File: src/rtl/mc_ctrl_pkg.sv
// rtl/mc_ctrl_pkg.sv - shared encodings for the multi-cycle MIPS control FSM
package mc_ctrl_pkg;

  localparam logic [3:0] FETCH     = 4'd0;
  localparam logic [3:0] DECODE    = 4'd1;
  localparam logic [3:0] MEM_ADDR  = 4'd2;
  localparam logic [3:0] MEM_READ  = 4'd3;
  localparam logic [3:0] MEM_WB    = 4'd4;
  localparam logic [3:0] MEM_WRITE = 4'd5;
  localparam logic [3:0] R_EXEC    = 4'd6;
  localparam logic [3:0] R_WB      = 4'd7;
  localparam logic [3:0] I_EXEC    = 4'd8;
  localparam logic [3:0] I_WB      = 4'd9;
  localparam logic [3:0] BRANCH    = 4'd10;
  localparam logic [3:0] JUMP      = 4'd11;
  localparam logic [3:0] HALT      = 4'd12;

  localparam logic [5:0] OP_R    = 6'b000000;
  localparam logic [5:0] OP_J    = 6'b000010;
  localparam logic [5:0] OP_BEQ  = 6'b000100;
  localparam logic [5:0] OP_ADDI = 6'b001000;
  localparam logic [5:0] OP_SLTI = 6'b001010;
  localparam logic [5:0] OP_ANDI = 6'b001100;
  localparam logic [5:0] OP_ORI  = 6'b001101;
  localparam logic [5:0] OP_LW   = 6'b100011;
  localparam logic [5:0] OP_SW   = 6'b101011;

  localparam logic [2:0] ALU_ADD   = 3'b000;
  localparam logic [2:0] ALU_SUB   = 3'b001;
  localparam logic [2:0] ALU_RTYPE = 3'b010;
  localparam logic [2:0] ALU_AND   = 3'b100;
  localparam logic [2:0] ALU_OR    = 3'b110;
  localparam logic [2:0] ALU_SLT   = 3'b111;

  localparam logic [1:0] SRCB_B       = 2'b00;
  localparam logic [1:0] SRCB_FOUR    = 2'b01;
  localparam logic [1:0] SRCB_IMM     = 2'b10;
  localparam logic [1:0] SRCB_IMM_SH2 = 2'b11;

  localparam logic [1:0] PCSRC_ALU    = 2'b00;
  localparam logic [1:0] PCSRC_ALUOUT = 2'b01;
  localparam logic [1:0] PCSRC_JUMP   = 2'b10;

  typedef enum logic [2:0] {
    CLS_R,
    CLS_LW,
    CLS_SW,
    CLS_BEQ,
    CLS_J,
    CLS_IMM,
    CLS_ILLEGAL
  } instr_class_t;

endpackage

File: src/rtl/mc_opcode_decode.sv
// rtl/mc_opcode_decode.sv - classifies the IR opcode and picks the I-type ALU operation
module mc_opcode_decode
  import mc_ctrl_pkg::*;
#(
  parameter bit ENABLE_JUMP = 1'b1
) (
  input  logic [5:0]   OpCode,
  output instr_class_t instr_class,
  output logic [2:0]   imm_alu_op,
  output logic         legal
);

  always_comb begin
    instr_class = CLS_ILLEGAL;
    imm_alu_op  = ALU_ADD;
    case (OpCode)
      OP_R:    instr_class = CLS_R;
      OP_LW:   instr_class = CLS_LW;
      OP_SW:   instr_class = CLS_SW;
      OP_BEQ:  instr_class = CLS_BEQ;
      OP_ADDI: instr_class = CLS_IMM;
      OP_SLTI: begin instr_class = CLS_IMM; imm_alu_op = ALU_SLT; end
      OP_ANDI: begin instr_class = CLS_IMM; imm_alu_op = ALU_AND; end
      OP_ORI:  begin instr_class = CLS_IMM; imm_alu_op = ALU_OR;  end
      OP_J:    if (ENABLE_JUMP) instr_class = CLS_J;
      default: ;
    endcase
    legal = (instr_class != CLS_ILLEGAL);
  end

endmodule

File: src/rtl/multicycle_control.sv
// rtl/multicycle_control.sv - Moore FSM sequencing MIPS instructions over the multi-cycle datapath
module multicycle_control
  import mc_ctrl_pkg::*;
#(
  parameter bit MEM_HANDSHAKE   = 1'b1,
  parameter bit ENABLE_JUMP     = 1'b1,
  parameter bit HALT_ON_ILLEGAL = 1'b0,
  parameter int CNT_W           = 16
) (
  input  logic             clk,
  input  logic             rst,
  input  logic [5:0]       OpCode,
  input  logic             mem_ready,
  output logic             PCWrite,
  output logic             PCWriteCond,
  output logic             IorD,
  output logic             MemRead,
  output logic             MemWrite,
  output logic             MemToReg,
  output logic             IRWrite,
  output logic             RegWrite,
  output logic             RegDst,
  output logic             ALUSrcA,
  output logic [1:0]       ALUSrcB,
  output logic [1:0]       PCSource,
  output logic [2:0]       ALUOp,
  output logic             illegal_op,
  output logic             halted,
  output logic [3:0]       state,
  output logic [CNT_W-1:0] instr_count
);

  logic [3:0]       state_q, state_d;
  logic [CNT_W-1:0] cnt_q, cnt_d;
  logic             rdy;
  logic             retire;
  instr_class_t     instr_class;
  logic [2:0]       imm_alu_op;
  logic             legal;

  assign rdy = MEM_HANDSHAKE ? mem_ready : 1'b1;

  mc_opcode_decode #(.ENABLE_JUMP(ENABLE_JUMP)) u_decode (
    .OpCode      (OpCode),
    .instr_class (instr_class),
    .imm_alu_op  (imm_alu_op),
    .legal       (legal)
  );

  always_ff @(posedge clk) begin
    if (rst) begin
      state_q <= FETCH;
      cnt_q   <= '0;
    end else begin
      state_q <= state_d;
      cnt_q   <= cnt_d;
    end
  end

  always_comb begin
    state_d = state_q;
    retire  = 1'b0;
    case (state_q)
      FETCH:     if (rdy) state_d = DECODE;
      DECODE: begin
        case (instr_class)
          CLS_LW, CLS_SW: state_d = MEM_ADDR;
          CLS_R:          state_d = R_EXEC;
          CLS_BEQ:        state_d = BRANCH;
          CLS_J:          state_d = JUMP;
          CLS_IMM:        state_d = I_EXEC;
          default:        state_d = HALT_ON_ILLEGAL ? HALT : FETCH;
        endcase
      end
      MEM_ADDR:  state_d = (instr_class == CLS_LW) ? MEM_READ : MEM_WRITE;
      MEM_READ:  if (rdy) state_d = MEM_WB;
      MEM_WRITE: if (rdy) begin state_d = FETCH; retire = 1'b1; end
      R_EXEC:    state_d = R_WB;
      I_EXEC:    state_d = I_WB;
      MEM_WB, R_WB, I_WB, BRANCH, JUMP: begin
        state_d = FETCH;
        retire  = 1'b1;
      end
      HALT:      state_d = HALT;
      default:   state_d = FETCH;
    endcase
    cnt_d = cnt_q + {{(CNT_W-1){1'b0}}, retire};
  end

  // Reset gates every control line so no datapath write can happen while it is held.
  always_comb begin
    PCWrite     = 1'b0;
    PCWriteCond = 1'b0;
    IorD        = 1'b0;
    MemRead     = 1'b0;
    MemWrite    = 1'b0;
    MemToReg    = 1'b0;
    IRWrite     = 1'b0;
    RegWrite    = 1'b0;
    RegDst      = 1'b0;
    ALUSrcA     = 1'b0;
    ALUSrcB     = SRCB_B;
    PCSource    = PCSRC_ALU;
    ALUOp       = ALU_ADD;
    illegal_op  = 1'b0;
    halted      = 1'b0;
    if (!rst) begin
      case (state_q)
        FETCH: begin
          MemRead = 1'b1;
          ALUSrcB = SRCB_FOUR;
          IRWrite = rdy;
          PCWrite = rdy;
        end
        DECODE: begin
          ALUSrcB    = SRCB_IMM_SH2;
          illegal_op = !legal;
        end
        MEM_ADDR: begin
          ALUSrcA = 1'b1;
          ALUSrcB = SRCB_IMM;
        end
        MEM_READ: begin
          MemRead = 1'b1;
          IorD    = 1'b1;
        end
        MEM_WB: begin
          RegWrite = 1'b1;
          MemToReg = 1'b1;
        end
        MEM_WRITE: begin
          MemWrite = 1'b1;
          IorD     = 1'b1;
        end
        R_EXEC: begin
          ALUSrcA = 1'b1;
          ALUOp   = ALU_RTYPE;
        end
        R_WB: begin
          RegWrite = 1'b1;
          RegDst   = 1'b1;
        end
        I_EXEC: begin
          ALUSrcA = 1'b1;
          ALUSrcB = SRCB_IMM;
          ALUOp   = imm_alu_op;
        end
        I_WB:    RegWrite = 1'b1;
        BRANCH: begin
          ALUSrcA     = 1'b1;
          ALUOp       = ALU_SUB;
          PCWriteCond = 1'b1;
          PCSource    = PCSRC_ALUOUT;
        end
        JUMP: begin
          PCWrite  = 1'b1;
          PCSource = PCSRC_JUMP;
        end
        HALT:    halted = 1'b1;
        default: ;
      endcase
    end
  end

  assign state       = state_q;
  assign instr_count = cnt_q;

endmodule

File: config.mk
export PLATFORM = sky130hd
export DESIGN_NAME = multicycle_control
export DESIGN_NICKNAME = d
export VERILOG_FILES = /design/src/rtl/mc_ctrl_pkg.sv /design/src/rtl/mc_opcode_decode.sv /design/src/rtl/multicycle_control.sv
export SDC_FILE = /design/constraint.sdc
export NUM_CORES = 1
export LEC_CHECK = 0
export CAP_MARGIN = 15
export CORE_UTILIZATION = 40
export CTS_CLUSTER_DIAMETER = 100
export DETAILED_ROUTE_END_ITERATION = 6
export GPL_TIMING_DRIVEN = 0
export PLACE_DENSITY = 0.76
export SYNTH_ARGS = -nofsm -noshare
export SYNTH_HDL_FRONTEND = slang
export SYNTH_SLANG_ARGS = --single-unit
File: constraint.sdc
create_clock -name clk -period 2.8 [get_ports clk]
set_clock_uncertainty 0.1 [all_clocks]
set_input_delay 0.56 -clock clk [delete_from_list [all_inputs] [get_ports clk]]
set_output_delay 0.56 -clock clk [all_outputs]
set_load 0.1 [all_outputs]
==> impl_metrics.env <==
export IMPL_crit_path_end_kind="output pin"
export IMPL_fp_dieH_microns=60.8
export IMPL_syn_inst=186
export IMPL_clock_root_buffer="clkbuf_4"
export IMPL_clk_pin_slew_ns=0.11
export IMPL_cts_num_sinks=20
export IMPL_ys_ff_latch=20
export IMPL_layout_common_cells="20 x clkdlybuf4s50_1, 19 x nor2_1, 16 x dfxtp_1"
export IMPL_ctsLongestPathBuffers=2
export IMPL_syn_num_nets=197
export IMPL_drc=0
export IMPL_ios=48
export IMPL_synth_area_leaders="dfxtp_1 29%, nor2_1 6.3%, xnor2_1 5.1%, o21ai_0 4.7%, nor4_1 3.6%"
export IMPL_slowest_stage="dfxtp_4"
export IMPL_syn_avg_cell_area_sq_um=7.43
export IMPL_setup_viol=0
export IMPL_layout_cells_non_filler=277
export IMPL_p_leak_nw=0.797
export IMPL_worst_path_buf_inv=3
export IMPL_grt_usage=0.233
export IMPL_postRouteAntennaNets=0
export IMPL_hpwlAfterDp_mm=3.02
export IMPL_antenna_found_initial=0
export IMPL_htree_num_levels=1
export IMPL_fp_dieArea_sq_um=3690
export IMPL_start_util=0.438
export IMPL_critPathTopFamily="buffers and inverters"
export IMPL_maxSlewViolCount=0
export IMPL_synth_edf_count=0
export IMPL_fin_setup_tns_ns=0
export IMPL_grt_pass1_vias=1368
export IMPL_fin_util=0.665
export IMPL_syn_to_final_growth_pct=51.9
export IMPL_path_max_fanout=10
export IMPL_critPathMaxStageDelay_ns=0.36
export IMPL_worstPathRequired_ns=2.14
export IMPL_clk_insertion_delay_late_ns=0.31
export IMPL_grt_ovfl_total=0
export IMPL_netlist_area_leader_share=0.290
export IMPL_place_gp_congestion=0.864
export IMPL_placed_area_sq_um=2060
export IMPL_outcome="finished clean"
export IMPL_powerDensity_nw_per_um2=312
export IMPL_period_needed_ns=2.67
export IMPL_layout_drive_gt1_share=0.318
export IMPL_cp_data_arrival_time_ns=2.01
export IMPL_maxSlewHeadroom=0.340
export IMPL_cts_buffers=3
export IMPL_core_sq_um=3150
export IMPL_num_nets_final=245
export IMPL_fmax_mhz=375
export IMPL_period_share=0.953
export IMPL_synth_distinct_cells=44
export IMPL_cts_tree="done"
export IMPL_yosysTopAreaCell="dfxtp_1"
export IMPL_ys_seq_area_frac=0.290
export IMPL_hold_violations=0
export IMPL_yosysWarnings=0
export IMPL_synth_cell_area_sq_um=1380
export IMPL_grt_max_degree=13
export IMPL_crit_chain="clkbuf_2, clkbuf_4, o21ai_0, o21ai_0, nor3_4, buf_4"
export IMPL_vias=1530
export IMPL_cpMostUsedCell="o21ai_0"
export IMPL_vias_per_cell=5.52
export IMPL_n_antenna_cell=0
export IMPL_rsz0062_at_grt="false"
export IMPL_wl_per_cell_microns=14.2
export IMPL_numPortBuffers=43
export IMPL_finalWirelength_mm=3.95
export IMPL_placed_cells=273
export IMPL_async_reset_ff_frac=0
export IMPL_drt_initial_drc_count=109
export IMPL_final_common_cell="clkdlybuf4s50_1"
export IMPL_synth_flop_cell="dfxtp_1"
export IMPL_tightest_slew_ns=0.987
export IMPL_hold_path_class="flop to flop"
export IMPL_maxCapViolCount=0
export IMPL_grt_pass1_wl_mm=6.51
export IMPL_criticalPathCategory="flop to output pin"
export IMPL_vdd_drop_max_mv=0.355
export IMPL_crit_path_start_kind="flop"
export IMPL_die_w_microns=60.8
export IMPL_finalInstanceArea_sq_um=2100
export IMPL_first_pass_iters=4
export IMPL_postCtsSetupBuffers=0
export IMPL_rows=20
-- sequential cells by signal, indices dropped and copies added (netlist names) --
register     cells
instr_count     16
state            4
-- worst register-to-register path: cells and delay by family, from the launching register on --
family	cells	cell delay, ns
AO/OA/AOI/OAI	4	0.67
adder cells (fa/ha/maj)	1	0.21
buffers and inverters	2	0.47
flip-flops	1	0.37
AND/OR/NAND/NOR	2	0.59
-- cell usage after synthesis (2+ instances only) --
cell	count
ha_1	2
nand4_1	2
a211oi_1	3
buf_2	3
a31oi_1	3
nor4b_1	2
nor2_1	23
xnor2_1	8
o22ai_1	2
inv_1	8
nor4_1	8
or3_1	3
nand3b_1	2
nor3_1	9
or3_4	2
xor2_1	3
nor2b_1	7
or2_2	4
clkbuf_1	8
nand3_1	8
dfxtp_1	20
o21ai_0	13
nand2b_1	3
a21oi_1	9
nand2_1	12
-- cells by family (layout without fill, tap and decap cells) --
kind of cell | count (synthesis) | after routing | synth area share
xor+xnor | 11 | 11 | 0.0698
simple gates | 94 | 94 | 0.385
buf+inv | 21 | 68 | 0.0625
fa+ha+maj | 2 | 2 | 0.0181
compound gates | 38 | 38 | 0.175
flops | 20 | 20 | 0.290
-- path summary, 6_finish.rpt --
| kind | depth (start not counted) | end | start | slack (ns) |
|---|---|---|---|---|
| worst max-delay path | 6 | ALUSrcB[1] | state[0] | 0.13 |
| worst min-delay path | 2 | instr_count[14] | instr_count[14] | 0.44 |
| worst max register to register | 9 | instr_count[15] | state[0] | 0.32 |
| worst min register to register | 2 | instr_count[14] | instr_count[14] | 0.44 |
-- final cells by class --
cell class | instances | area (sq um)
Tap cell | 44 | 55.1
Fill cell | 303 | 1050
Timing Repair Buffer | 43 | 385
Buffer | 13 | 75.1
Clock buffer | 4 | 47.5
Multi-Input combinational cell | 145 | 1090
Sequential cell | 20 | 415
Inverter | 8 | 30.0
-- power by group --
group / leakage [nW] / switching [mW] / internal [mW] / total, mW
Combinational: 0.606 / 0.119 / 0.0454 / 0.165
Clock: 0.0261 / 0.0956 / 0.109 / 0.205
Sequential: 0.164 / 0.00159 / 0.283 / 0.285
-- per-layer routing --
metal	track usage	part of all wire	up-vias
li1	-	-	762
met1	0.316	0.45	730
met2	0.396	0.51	36
met3	0.0448	0.040	2
met4	0.0292	0.0058	0
met5	0	0	-
-- metrics by stage --
stage	setup WS [ns]	total power, mW	hold WS [ns]
global placement	-1.00	0.455	0.400
finish	0.132	0.654	0.439
CTS	-0.000437	0.663	0.444
floorplan	-0.0447	0.421	0.588
detailed placement	-1.03	0.458	0.424
global route	0.0353	0.679	0.477
-- timing repair --
item | in CTS | in global routing
setup endpoints to repair | 19 | 24
gates resized for setup | 101 | 29
endpoints found under the hold margin | 0 | 0
hold buffers | 0 | 0
pin swaps | 0 | 2
gates cloned | 0 | 0
No activity file was read; power rests on OpenSTA's default activity.
